**config.mk**
```make
export PLATFORM = sky130hd
export DESIGN_NAME = ts_cc_monitor_flat
export DESIGN_NICKNAME = d
export VERILOG_FILES = /design/src/rtl/ts_pkg.sv /design/src/rtl/ts_cc_monitor_if.sv /design/src/rtl/ts_hdr_parser.sv /design/src/rtl/ts_cc_monitor.sv /design/src/flat_wrapper.sv
export SDC_FILE = /design/constraint.sdc
export NUM_CORES = 1
export LEC_CHECK = 0
export CAP_MARGIN = 20
export CORE_ASPECT_RATIO = 0.7
export CORE_UTILIZATION = 51
export DETAILED_ROUTE_END_ITERATION = 12
export GPL_ROUTABILITY_DRIVEN = 1
export PLACE_DENSITY = 0.8
export SETUP_SLACK_MARGIN = 0.15
export SKIP_LAST_GASP = 1
export SLEW_MARGIN = 20
export SYNTH_ARGS = -nofsm -noshare
export SYNTH_HDL_FRONTEND = slang
export SYNTH_SLANG_ARGS = --single-unit
```
**constraint.sdc**
```tcl
create_clock -name clk -period 5.1 [get_ports clk]
set_clock_uncertainty 0.1 [all_clocks]
set_input_delay 1.02 -clock clk [delete_from_list [all_inputs] [get_ports clk]]
set_output_delay 1.02 -clock clk [all_outputs]
set_load 0.05 [all_outputs]
```
**src/rtl/ts_pkg.sv**
```systemverilog
// Shared constants, header record and parse-state encoding for the TS continuity-counter monitor.
package ts_pkg;

  localparam logic [7:0] TS_SYNC_BYTE = 8'h47;
  localparam int         TS_PID_W     = 13;
  localparam logic [TS_PID_W-1:0] TS_NULL_PID = 13'h1FFF;

  localparam logic [1:0] AFC_RESERVED = 2'b00;
  localparam logic [1:0] AFC_PAYLOAD  = 2'b01;
  localparam logic [1:0] AFC_ADAPT    = 2'b10;
  localparam logic [1:0] AFC_BOTH     = 2'b11;

  typedef enum logic [2:0] {
    ST_IDLE,
    ST_HDR1,
    ST_HDR2,
    ST_HDR3,
    ST_CHECK,
    ST_SKIP
  } ts_state_e;

  typedef struct packed {
    logic                tei;
    logic [TS_PID_W-1:0] pid;
    logic [1:0]          afc;
    logic [3:0]          cc;
  } ts_hdr_t;

  function automatic logic afc_has_payload(input logic [1:0] afc);
    return (afc == AFC_PAYLOAD) || (afc == AFC_BOTH);
  endfunction

  // Adaptation-only packets must repeat the counter; payload packets advance it.
  function automatic logic [3:0] cc_expected(input logic [3:0] last_cc, input logic [1:0] afc);
    logic [3:0] nxt;
    case (afc)
      AFC_PAYLOAD, AFC_BOTH: nxt = last_cc + 4'd1;
      AFC_ADAPT:             nxt = last_cc;
      default:               nxt = last_cc;
    endcase
    return nxt;
  endfunction

endpackage

```
**src/rtl/ts_cc_monitor_if.sv**
```systemverilog
// Byte-serial transport stream bus: sync marks byte 0, valid qualifies data and sync.
interface ts_cc_monitor_if;
  logic       sync;
  logic       valid;
  logic [7:0] data;

  modport master (output sync, output valid, output data);
  modport slave  (input sync, input valid, input data);
endinterface

```
**src/rtl/ts_hdr_parser.sv**
```systemverilog
// TS header parser: walks bytes 0..3 of each packet and presents the header for one CHECK cycle.
//   state | meaning
//   IDLE  | after reset, waiting for a valid sync byte
//   HDR1  | byte 0 seen; next byte carries TEI and PID[12:8]
//   HDR2  | next byte carries PID[7:0]
//   HDR3  | next byte carries AFC and CC
//   CHECK | header complete, hdr_valid high for one cycle
//   SKIP  | rest of packet (or dropped packet), waiting for sync
module ts_hdr_parser
  import ts_pkg::*;
(
  input  logic           clk,
  input  logic           rst,
  ts_cc_monitor_if.slave stream,
  output logic           hdr_valid,
  output ts_hdr_t        hdr
);

  ts_state_e state, state_nx;
  ts_state_e sync_target;
  logic      is_start;

  always_ff @(posedge clk or negedge rst) begin
    if (!rst) state <= ST_IDLE;
    else      state <= state_nx;
  end

  always_comb begin
    is_start    = stream.valid && stream.sync && (stream.data == TS_SYNC_BYTE);
    sync_target = is_start ? ST_HDR1 : ST_SKIP;
    state_nx    = state;
    hdr_valid   = 1'b0;
    case (state)
      ST_IDLE, ST_SKIP: if (stream.valid && stream.sync) state_nx = sync_target;
      ST_HDR1:          if (stream.valid) state_nx = stream.sync ? sync_target : ST_HDR2;
      ST_HDR2:          if (stream.valid) state_nx = stream.sync ? sync_target : ST_HDR3;
      ST_HDR3:          if (stream.valid) state_nx = stream.sync ? sync_target : ST_CHECK;
      ST_CHECK: begin
        // Unconditional: a packet starting right behind this one must not be lost.
        hdr_valid = 1'b1;
        state_nx  = is_start ? ST_HDR1 : ST_SKIP;
      end
      default:          state_nx = ST_IDLE;
    endcase
  end

  always_ff @(posedge clk or negedge rst) begin
    if (!rst) begin
      hdr <= '0;
    end else if (stream.valid && !stream.sync) begin
      case (state)
        ST_HDR1: begin
          hdr.tei       <= stream.data[7];
          hdr.pid[12:8] <= stream.data[4:0];
        end
        ST_HDR2: hdr.pid[7:0] <= stream.data;
        ST_HDR3: begin
          hdr.afc <= stream.data[5:4];
          hdr.cc  <= stream.data[3:0];
        end
        default: ;
      endcase
    end
  end

endmodule

```
**src/rtl/ts_cc_monitor.sv**
```systemverilog
// Multi-PID continuity-counter monitor: PID slot table, CC history and saturating error counters.
// Build option TS_CC_DUP_TOLERANCE_EN accepts one duplicate payload packet per slot.
module ts_cc_monitor
  import ts_pkg::*;
#(
  parameter  int NUM_CH = 4,
  parameter  int CNT_W  = 16,
  localparam int CH_W   = (NUM_CH > 1) ? $clog2(NUM_CH) : 1
) (
  input  logic                       clk,
  input  logic                       rst,
  ts_cc_monitor_if.slave             stream,
  input  logic                       clr,
  input  logic [NUM_CH-1:0]          ch_en,
  input  logic [NUM_CH*TS_PID_W-1:0] pid_cfg,
  output logic [NUM_CH*CNT_W-1:0]    err_count,
  output logic [CNT_W-1:0]           err_total,
  output logic                       err_pulse,
  output logic [CH_W-1:0]            err_ch
);

  logic       hdr_valid;
  ts_hdr_t    hdr;

  logic [NUM_CH-1:0] seen;
  logic [3:0]        last_cc [NUM_CH];
  logic [CNT_W-1:0]  cnt     [NUM_CH];
`ifdef TS_CC_DUP_TOLERANCE_EN
  logic [NUM_CH-1:0] dup;
`endif

  logic            hit, act, dup_ok, cc_err;
  logic [CH_W-1:0] idx;

  ts_hdr_parser u_parser (
    .clk       (clk),
    .rst       (rst),
    .stream    (stream),
    .hdr_valid (hdr_valid),
    .hdr       (hdr)
  );

  always_comb begin
    hit = 1'b0;
    idx = '0;
    // Descending scan so the lowest matching slot wins.
    for (int i = NUM_CH - 1; i >= 0; i--) begin
      if (ch_en[i] && (pid_cfg[TS_PID_W*i +: TS_PID_W] == hdr.pid)) begin
        hit = 1'b1;
        idx = CH_W'(i);
      end
    end
    act = hdr_valid && hit && !hdr.tei && (hdr.pid != TS_NULL_PID) && (hdr.afc != AFC_RESERVED);
`ifdef TS_CC_DUP_TOLERANCE_EN
    dup_ok = act && seen[idx] && afc_has_payload(hdr.afc) && (hdr.cc == last_cc[idx]) && !dup[idx];
`else
    dup_ok = 1'b0;
`endif
    cc_err = act && seen[idx] && !dup_ok && (hdr.cc != cc_expected(last_cc[idx], hdr.afc));
  end

  always_ff @(posedge clk or negedge rst) begin
    if (!rst) begin
      seen      <= '0;
      err_total <= '0;
      err_pulse <= 1'b0;
      err_ch    <= '0;
      for (int i = 0; i < NUM_CH; i++) begin
        last_cc[i] <= '0;
        cnt[i]     <= '0;
      end
`ifdef TS_CC_DUP_TOLERANCE_EN
      dup <= '0;
`endif
    end else if (clr) begin
      seen      <= '0;
      err_total <= '0;
      err_pulse <= 1'b0;
      for (int i = 0; i < NUM_CH; i++) cnt[i] <= '0;
`ifdef TS_CC_DUP_TOLERANCE_EN
      dup <= '0;
`endif
    end else begin
      err_pulse <= cc_err;
      seen      <= seen & ch_en;
`ifdef TS_CC_DUP_TOLERANCE_EN
      dup       <= dup & ch_en;
`endif
      if (act) begin
        if (!seen[idx]) begin
          seen[idx]    <= 1'b1;
          last_cc[idx] <= hdr.cc;
`ifdef TS_CC_DUP_TOLERANCE_EN
          dup[idx]     <= 1'b0;
        end else if (dup_ok) begin
          dup[idx]     <= 1'b1;
`endif
        end else begin
          last_cc[idx] <= hdr.cc;
`ifdef TS_CC_DUP_TOLERANCE_EN
          dup[idx]     <= 1'b0;
`endif
          if (cc_err) begin
            err_ch <= idx;
            if (cnt[idx] != '1)  cnt[idx]  <= cnt[idx] + 1'b1;
            if (err_total != '1) err_total <= err_total + 1'b1;
          end
        end
      end
    end
  end

  always_comb begin
    err_count = '0;
    for (int i = 0; i < NUM_CH; i++) err_count[CNT_W*i +: CNT_W] = cnt[i];
  end

endmodule
```
**src/flat_wrapper.sv**
```systemverilog
// flat-port wrapper written by rule: the top's interface ports become plain ports
module ts_cc_monitor_flat import ts_pkg::*;
#(
  parameter  int NUM_CH = 4,
  parameter  int CNT_W  = 16,
  localparam int CH_W   = (NUM_CH > 1) ? $clog2(NUM_CH) : 1
)
  (clk, rst, clr, ch_en, pid_cfg, err_count, err_total, err_pulse, err_ch, stream_sync, stream_valid, stream_data);
  ts_cc_monitor_if stream_i ();
  input  logic clk;
  input  logic rst;
  input  logic clr;
  input  logic [NUM_CH-1:0] ch_en;
  input  logic [NUM_CH*TS_PID_W-1:0] pid_cfg;
  output logic [NUM_CH*CNT_W-1:0] err_count;
  output logic [CNT_W-1:0] err_total;
  output logic err_pulse;
  output logic [CH_W-1:0] err_ch;
  input wire logic [$bits(stream_i.sync)-1:0] stream_sync;
  input wire logic [$bits(stream_i.valid)-1:0] stream_valid;
  input wire logic [$bits(stream_i.data)-1:0] stream_data;
  assign stream_i.sync = stream_sync;
  assign stream_i.valid = stream_valid;
  assign stream_i.data = stream_data;
  ts_cc_monitor #(.NUM_CH(NUM_CH), .CNT_W(CNT_W)) u_core (.clk(clk), .rst(rst), .stream(stream_i), .clr(clr), .ch_en(ch_en), .pid_cfg(pid_cfg), .err_count(err_count), .err_total(err_total), .err_pulse(err_pulse), .err_ch(err_ch));
endmodule
```
# After elaboration in Yosys (flattened, before gate mapping)
# Cells that the tools add are included.
[totals]
reg_bits = 126
latch_bits = 0
ram_bits = 0
romBits = 0
input_bits = 69
mem_count = 0
[op_classes]
add_sub_neg = 3
mul = 0
div_mod_pow = 0
magnitude_cmp = 4
eq_ne = 20
n_shift = 0
n_mux = 49
bitwise = 4
reduce_logical = 34
[ops]
columns = ["cell", "count"]
rows = [
  ["$mux W64", 5],
  ["$mux W16", 8],
  ["$bwmux W64", 1],
  ["$eq A13 B13 Y1", 4],
  ["$add A16 B1 Y16 const B", 2],
  ["$bmux W16 S2", 1],
  ["$demux W16 S2", 1],
  ["$ne A16 B16 Y1 const B", 2],
  ["$mux W4", 7],
  ["$mux W3", 8],
  ["$bwmux W16", 1],
  ["$reduce_and A4 Y1", 4],
  ["$logic_and A1 B1 Y1", 15],
  ["$pmux W3 S5", 1],
  ["$ne A13 B13 Y1 const B", 1],
  ["$reduce_bool A2 Y1", 6],
  ["$bmux W4 S2", 1],
  ["$demux W4 S2", 1],
  ["$eq A8 B7 Y1 const B", 1],
  ["$mux W1", 8],
  ["$mux W2", 4],
  ["$ne A2 B2 Y1 const B", 4],
  ["$reduce_and A2 Y1", 4],
  ["$eq A3 B2 Y1 const B", 2],
  ["19 further kinds", 22],
]

# Logic depth before layout (Yosys ltp)
[logic_depth]
word_depth = 18
ltp_mapped = 19

# Modules after synthesis
# A second synthesis with hierarchy kept.
[hier_totals]
hier_cells = 725
area_unflattened_um2 = 7133.1
[modules_own_cells]
columns = ["module", "n_inst", "cells_per_inst", "area_each_um2", "seq_area_each_um2"]
rows = [
  ["ts_cc_monitor", 1, 658, 6105.9, 2577.5],
  ["ts_hdr_parser", 1, 67, 1027.2, 575.6],
]

# Worst setup path after synthesis
# OpenSTA, ideal clock, no wires.
[synth_path]
kind = "input to register"
start = "input port pid_cfg[23]"
end = "register u_core.cnt, in the netlist u_core.err_count[42]"
arrival_ns = 4.568
slack_ns = 0.354
cell_stages = 16
path_buffers = 4
cell_sequence = "xnor2_1 -> nand4_1 -> nor4_1 -> buf_2 -> buf_2 -> a221oi_1 -> o32ai_1 -> ha_1 -> inv_1 -> nor3_1 -> and3_1 -> buf_2 -> a311oi_4 -> a41oi_4 -> buf_4 -> o2bb2ai_1"
[synth_via]
elab_chain_len = 15
elab_cells_between_ends = 42
[synth_lines]
columns = ["element", "line_no", "rtl"]
rows = [
  ["start: declaration", "flat_wrapper.sv:14", "input logic [NUM_CH*TS_PID_W-1:0] pid_cfg;"],
  ["$eq A13 B13 Y1 (*)", "ts_cc_monitor.sv:48", "if (ch_en[i] && (pid_cfg[TS_PID_W*i +: TS_PID_W] == hdr.pid)) begin"],
  ["$logic_and A1 B1 Y1 (*)", "ts_cc_monitor.sv:48", ""],
  ["$mux W2 (2 in series)", "ts_cc_monitor.sv:48", ""],
  ["$not A2 Y3 (implied by the code)", "ts_cc_monitor.sv:59, ts_cc_monitor.sv:105", ""],
  ["$bmux W16 S2 (tied with other cells)", "ts_cc_monitor.sv:105", "if (cnt[idx] != '1) cnt[idx] <= cnt[idx] + 1'b1;"],
  ["$mux W16 (implied by the code) or $logic_and A1 B1 Y1 (tied branches)", "ts_cc_monitor.sv:105", ""],
  ["$mux W16 (implied by the code)", "ts_cc_monitor.sv:105", ""],
  ["$add A16 B1 Y16 or $demux W16 S2 (tied branches)", "ts_cc_monitor.sv:105", ""],
  ["$bwmux W64", "ts_cc_monitor.sv:105", ""],
  ["$mux W64", "ts_cc_monitor.sv:105", ""],
  ["$mux W64", "ts_cc_monitor.sv:103", "if (cc_err) begin"],
  ["$mux W64", "ts_cc_monitor.sv:90", "if (!seen[idx]) begin"],
  ["$mux W64", "ts_cc_monitor.sv:89", "if (act) begin"],
  ["$mux W64", "ts_cc_monitor.sv:75", "end else if (clr) begin"],
  ["end signal: indexed assignment", "ts_cc_monitor.sv:70", "cnt[i] <= '0;"],
  ["end: declaration", "ts_cc_monitor.sv:27", "logic [CNT_W-1:0] cnt [NUM_CH];"],
]
# Mark *: on every way between the ends. The rest lies on a longest branch, timed or not. The select of a mux whose other input is x is not followed.
# A chain may end at the register's enable or synchronous reset.

# Worst setup path after layout
[layout_path]
start = "input port pid_cfg[23]"
end = "register u_core.err_total[14]"
[layout_via]
elab_chain_len = 14
elab_cells_between_ends = 25
[layout_lines]
columns = ["element", "line_no", "rtl"]
rows = [
  ["$eq A13 B13 Y1 (*)", "ts_cc_monitor.sv:48", ""],
  ["$logic_and A1 B1 Y1 (*)", "ts_cc_monitor.sv:48", ""],
  ["$mux W2 (2 in series)", "ts_cc_monitor.sv:48", ""],
  ["$not A2 Y3 (implied by the code)", "ts_cc_monitor.sv:59", "cc_err = act && seen[idx] && !dup_ok && (hdr.cc != cc_expected(last_cc[idx], hdr.afc));"],
  ["$bmux W4 S2", "ts_cc_monitor.sv:59", ""],
  ["$mux W4 (implied by the code) (2 in series)", "ts_cc_monitor.sv:59", ""],
  ["$add A4 B1 Y4", "ts_pkg.sv:37", "AFC_PAYLOAD, AFC_BOTH: nxt = last_cc + 4'd1;"],
  ["$mux W4", "ts_pkg.sv:36", "case (afc)"],
  ["$ne A4 B4 Y1", "ts_cc_monitor.sv:59", ""],
  ["$logic_and A1 B1 Y1", "ts_cc_monitor.sv:59", ""],
  ["$reduce_bool A2 Y1 (no line)", "n/a", ""],
  ["$reduce_and A4 Y1 (no line) (*)", "n/a", ""],
  ["end signal: assignment", "ts_cc_monitor.sv:106", "if (err_total != '1) err_total <= err_total + 1'b1;"],
  ["end: declaration", "ts_cc_monitor.sv:17", "output logic [CNT_W-1:0] err_total,"],
]
# Marked as above.

==> results.py <==
metrics = {
    "outcome": {
        "status": "finished, final reports clean",
    },
    "pwr": {
        "p_total_w": 0.002781,
        "p_per_area_nw_per_um2": 291.2,
        "cellLeakagePower_nw": 3.794,
        "ir_drop_v": 0.0002542,
    },
    "floorplanning": {
        "start_util_pct": 52.59,
        "die_area_um2": 14160,
        "num_rows": 35,
        "die_w_um": 141.8,
        "coreArea_um2": 13270,
        "pin_count": 152,
        "die_h_um": 99.87,
    },
    "timing": {
        "worst_pin_slew_ps": 747.0,
        "report.final.slew_viol_count": 0,
        "setup_viol": 0,
        "finalCriticalPeriod_ps": 4750,
        "rsz0062_at_grt": "false",
        "relSlewSlack_pct": 50.20,
        "hold_viol": 0,
        "period_share_pct": 93.13,
        "fmax_ghz": 0.2105,
        "hold-worst-slack_ps": 402.9,
    },
    "global_routing": {
        "grt_util_met1_pct": 44.31,
        "met3_usage_pct": 7.777,
        "met2_usage_pct": 50.51,
        "grt_use_total_pct": 32.07,
        "grt_pass1_vias": 6233,
        "antenna_found_initial": 0,
        "grt_pass1_wl_um": 34490,
        "gr-total-overflow": 0,
        "grt_max_degree": 59,
        "busiest_layer": "met2",
    },
    "routing": {
        "num_vias": 6167,
        "drtAntennaViolNets": 0,
        "drtPass1Iterations": 7,
        "drt_first_iter_violations": 499,
        "wire_per_inst_um": 21.98,
        "avgViaCountPerCell": 6.223,
        "wirelength_um": 21790,
        "drc": 0,
    },
    "place": {
        "gp_congestion": 0.8970,
        "placedInstanceArea_um2": 8872,
        "port_buffers": 151,
        "post-place-cells": 959,
        "dp_hpwl_um": 15650,
    },
    "yosys": {
        "syn-num-nets": 699,
        "synth.avg_cell_area_um2": 11.13,
        "synth-main-ff-cell": "dfrtp_1",
        "syn_inst": 627,
        "async_flop_share_pct": 100.0,
        "synth_seq_cells": 126,
        "yosysUniqueCellTypes": 65,
        "ys_seq_area_share_pct": 45.19,
        "yosysWarnings": 0,
        "synth_edf_count": 0,
        "netlist_area_um2": 6978,
    },
    "cts": {
        "htree_levels": 4,
        "cts_root_buf": "clkbuf_16",
        "cts-buffers-inserted": 17,
        "cts_buffer_depth": 2,
        "clock_latency_ps": 420,
        "clk_pin_slew_ps": 60,
        "cts_hold_buf": 0,
        "tritoncts": "yes",
        "cts_setup_buffers": 0,
        "clkSinkCount": 126,
    },
    "worst_setup_path": {
        "slowest_delay_ps": 640,
        "end_kind": "flop",
        "r2r_end": "u_core.err_total[14]",
        "rr_worst_depth": 14,
        "crit_start": "pid_cfg[23]",
        "critPathMaxFanout": 15,
        "reg2reg_setup_slack_ps": 800,
        "required_ps": 5300,
        "worst_path_max_delay_cell": "or4_1",
        "crit_path_cell_trace": "clkdlybuf4s50_1, xnor2_1, nand4_1, or4_1, buf_4, a31o_1, o2bb2ai_1, ha_1, xnor3_1, nand3_1, a221oi_4, buf_4, nor2_2, nand4_1, mux2_2",
        "crit_path_start_kind": "input pin",
        "cp-endpoint": "u_core.err_total[14]",
        "critical_path_class": "in -> reg",
        "worstReg2RegStart": "u_core.u_parser.hdr[10]",
        "cp.arrival_ps": 4950,
    },
    "layout": {
        "drive_gt1_share_pct": 17.49,
        "areaGrowthSynthToFinish_pct": 36.85,
        "nets": 865,
        "fin_area_um2": 9549,
        "seq_area_um2": 3153,
        "fin_cells": 991,
        "fillers": 877,
        "multiInputGateArea_um2": 3570,
        "diodes": 0,
    },
    "job": {
        "drv_cap": 0,
    },
    "min_path": {
        "worstHoldPathType": "reg -> reg",
    },
}
## placed cells by master (no fill, tap or decap), types with 7 or more instances in the layout
cell	n
clkdlybuf4s50_1	150
dfrtp_1	126
o2bb2ai_1	75
xnor2_1	59
mux2_2	41
nor2_1	35
buf_4	34
nand2_1	33
xor2_1	21
a21oi_1	20
clkbuf_16	17
nand4_1	16
nor4_1	13
nor3_1	13
o221ai_1	12
inv_1	10
nand3_1	9
o21ai_0	9
buf_12	8
o22ai_1	7
## synthesized netlist by cell type, drive strengths merged, types with 2 or more instances
cell | number | area, um2
dfrtp | 126 | 3153
o221ai | 12 | 105.1
a31o | 2 | 17.52
nor4b | 4 | 35.03
nor3 | 13 | 65.06
a21oi | 20 | 100.1
and3b | 2 | 17.52
o2bb2ai | 75 | 656.9
nor4 | 18 | 172.7
and2 | 3 | 18.77
xnor2 | 59 | 516.8
nor2 | 38 | 147.6
or3 | 4 | 30.03
nand4b | 2 | 17.52
a221oi | 3 | 43.80
a41oi | 2 | 55.05
or4 | 5 | 37.54
nand3b | 2 | 15.01
xor2 | 21 | 183.9
nand2b | 3 | 26.27
ha | 3 | 37.54
nand2 | 33 | 123.9
and3 | 5 | 31.28
mux2 | 41 | 461.7
a311o | 2 | 20.02
a2bb2oi | 2 | 17.52
nand3 | 10 | 55.05
o21ai | 10 | 50.04
clkbuf | 11 | 42.54
a311oi | 2 | 35.04
a31oi | 6 | 82.58
o32ai | 2 | 25.03
nor2b | 3 | 18.77
buf | 34 | 217.7
o22ai | 7 | 43.79
nand4 | 18 | 125.1
inv | 10 | 37.54
and4 | 3 | 26.28
## critical path: cells and delay by family
family	cells	cell delay, ps
multiplexers	1	340
buffers and inverters	3	970
AO/OA/AOI/OAI	3	740
XOR/XNOR	2	480
AND/OR/NAND/NOR	5	1160
adder cells (fa/ha/maj)	1	230
## final cells by class
cell class                 count  share of cell area (%)
clock buffer                  20                   4.782
multi-input combinational    446                   37.38
clock inverter                12                   1.926
sequential                   126                   33.02
timing repair buffer         192                   20.07
tap                          185                   2.424
inverter                      10                  0.3931
## through the flow
| step | TNS, ps | setup slack, ps | utilization (%) |
|---|---|---|---|
| after floorplan | 0 | 354.3 | - |
| after global placement | -221.6 | -21.49 | 66.86 |
| after detailed placement | -4904 | -238.0 | 66.86 |
| after CTS | 0 | 252.9 | 71.76 |
| after global routing | 0 | 164.5 | 71.97 |
| final | 0 | 350.2 | 71.97 |
## what timing repair did
action,4_1_cts,5_1_grt
pin swaps,0,1
setup endpoints to repair,3,23
gates resized for setup,1,4
## power breakdown
| group | internal [W] | switching, W | total [W] |
|---|---|---|---|
| registers | 0.00103 | 0.0000892 | 0.00112 |
| logic | 0.000180 | 0.000160 | 0.000341 |
| clock network | 0.000849 | 0.000469 | 0.00132 |
| total | 0.00206 | 0.000718 | 0.00278 |
## metal layers
layer | vias to the layer above | part of all wire, %
met2 | 363 | 46
li1 | 2698 | -
met1 | 3062 | 43
met4 | 0 | 1.7
met5 | - | 0
met3 | 44 | 9.8
## how the worst min path moves through the flow
stage	start	to	slack [ps]	cells after the start
after floorplan	u_core.last_cc[4]	u_core.last_cc[4]	370	1
after global placement	u_core.last_cc[6]	u_core.last_cc[6]	380	1
after detailed placement	u_core.last_cc[8]	u_core.last_cc[8]	390	1
after CTS	u_core.last_cc[8]	u_core.last_cc[8]	400	1
after global routing	u_core.u_parser.hdr[5]	u_core.u_parser.hdr[5]	420	1
final	u_core.last_cc[8]	u_core.last_cc[8]	400	1
## cell families (layout without fill, tap and decap cells)
group           Yosys count  in the layout  synth area share [%]
compound gates          152            152                 18.88
xor+xnor                 81             81                 10.36
mux                      42             42                 6.760
simple gates            168            168                 14.00
flops                   126            126                 45.19
buf+inv                  55            234                 4.268
fa+ha+maj                 3              3                0.5380
## state kept, by name (all words and copies together), names as in the netlist
name and cells:
u_core.err_ch 2, u_core.err_count 64, u_core.err_pulse 1, u_core.err_total 16
u_core.last_cc 16, u_core.seen 4, u_core.u_parser.hdr 20, u_core.u_parser.state 3
Power figures use the tool's default switching activity.
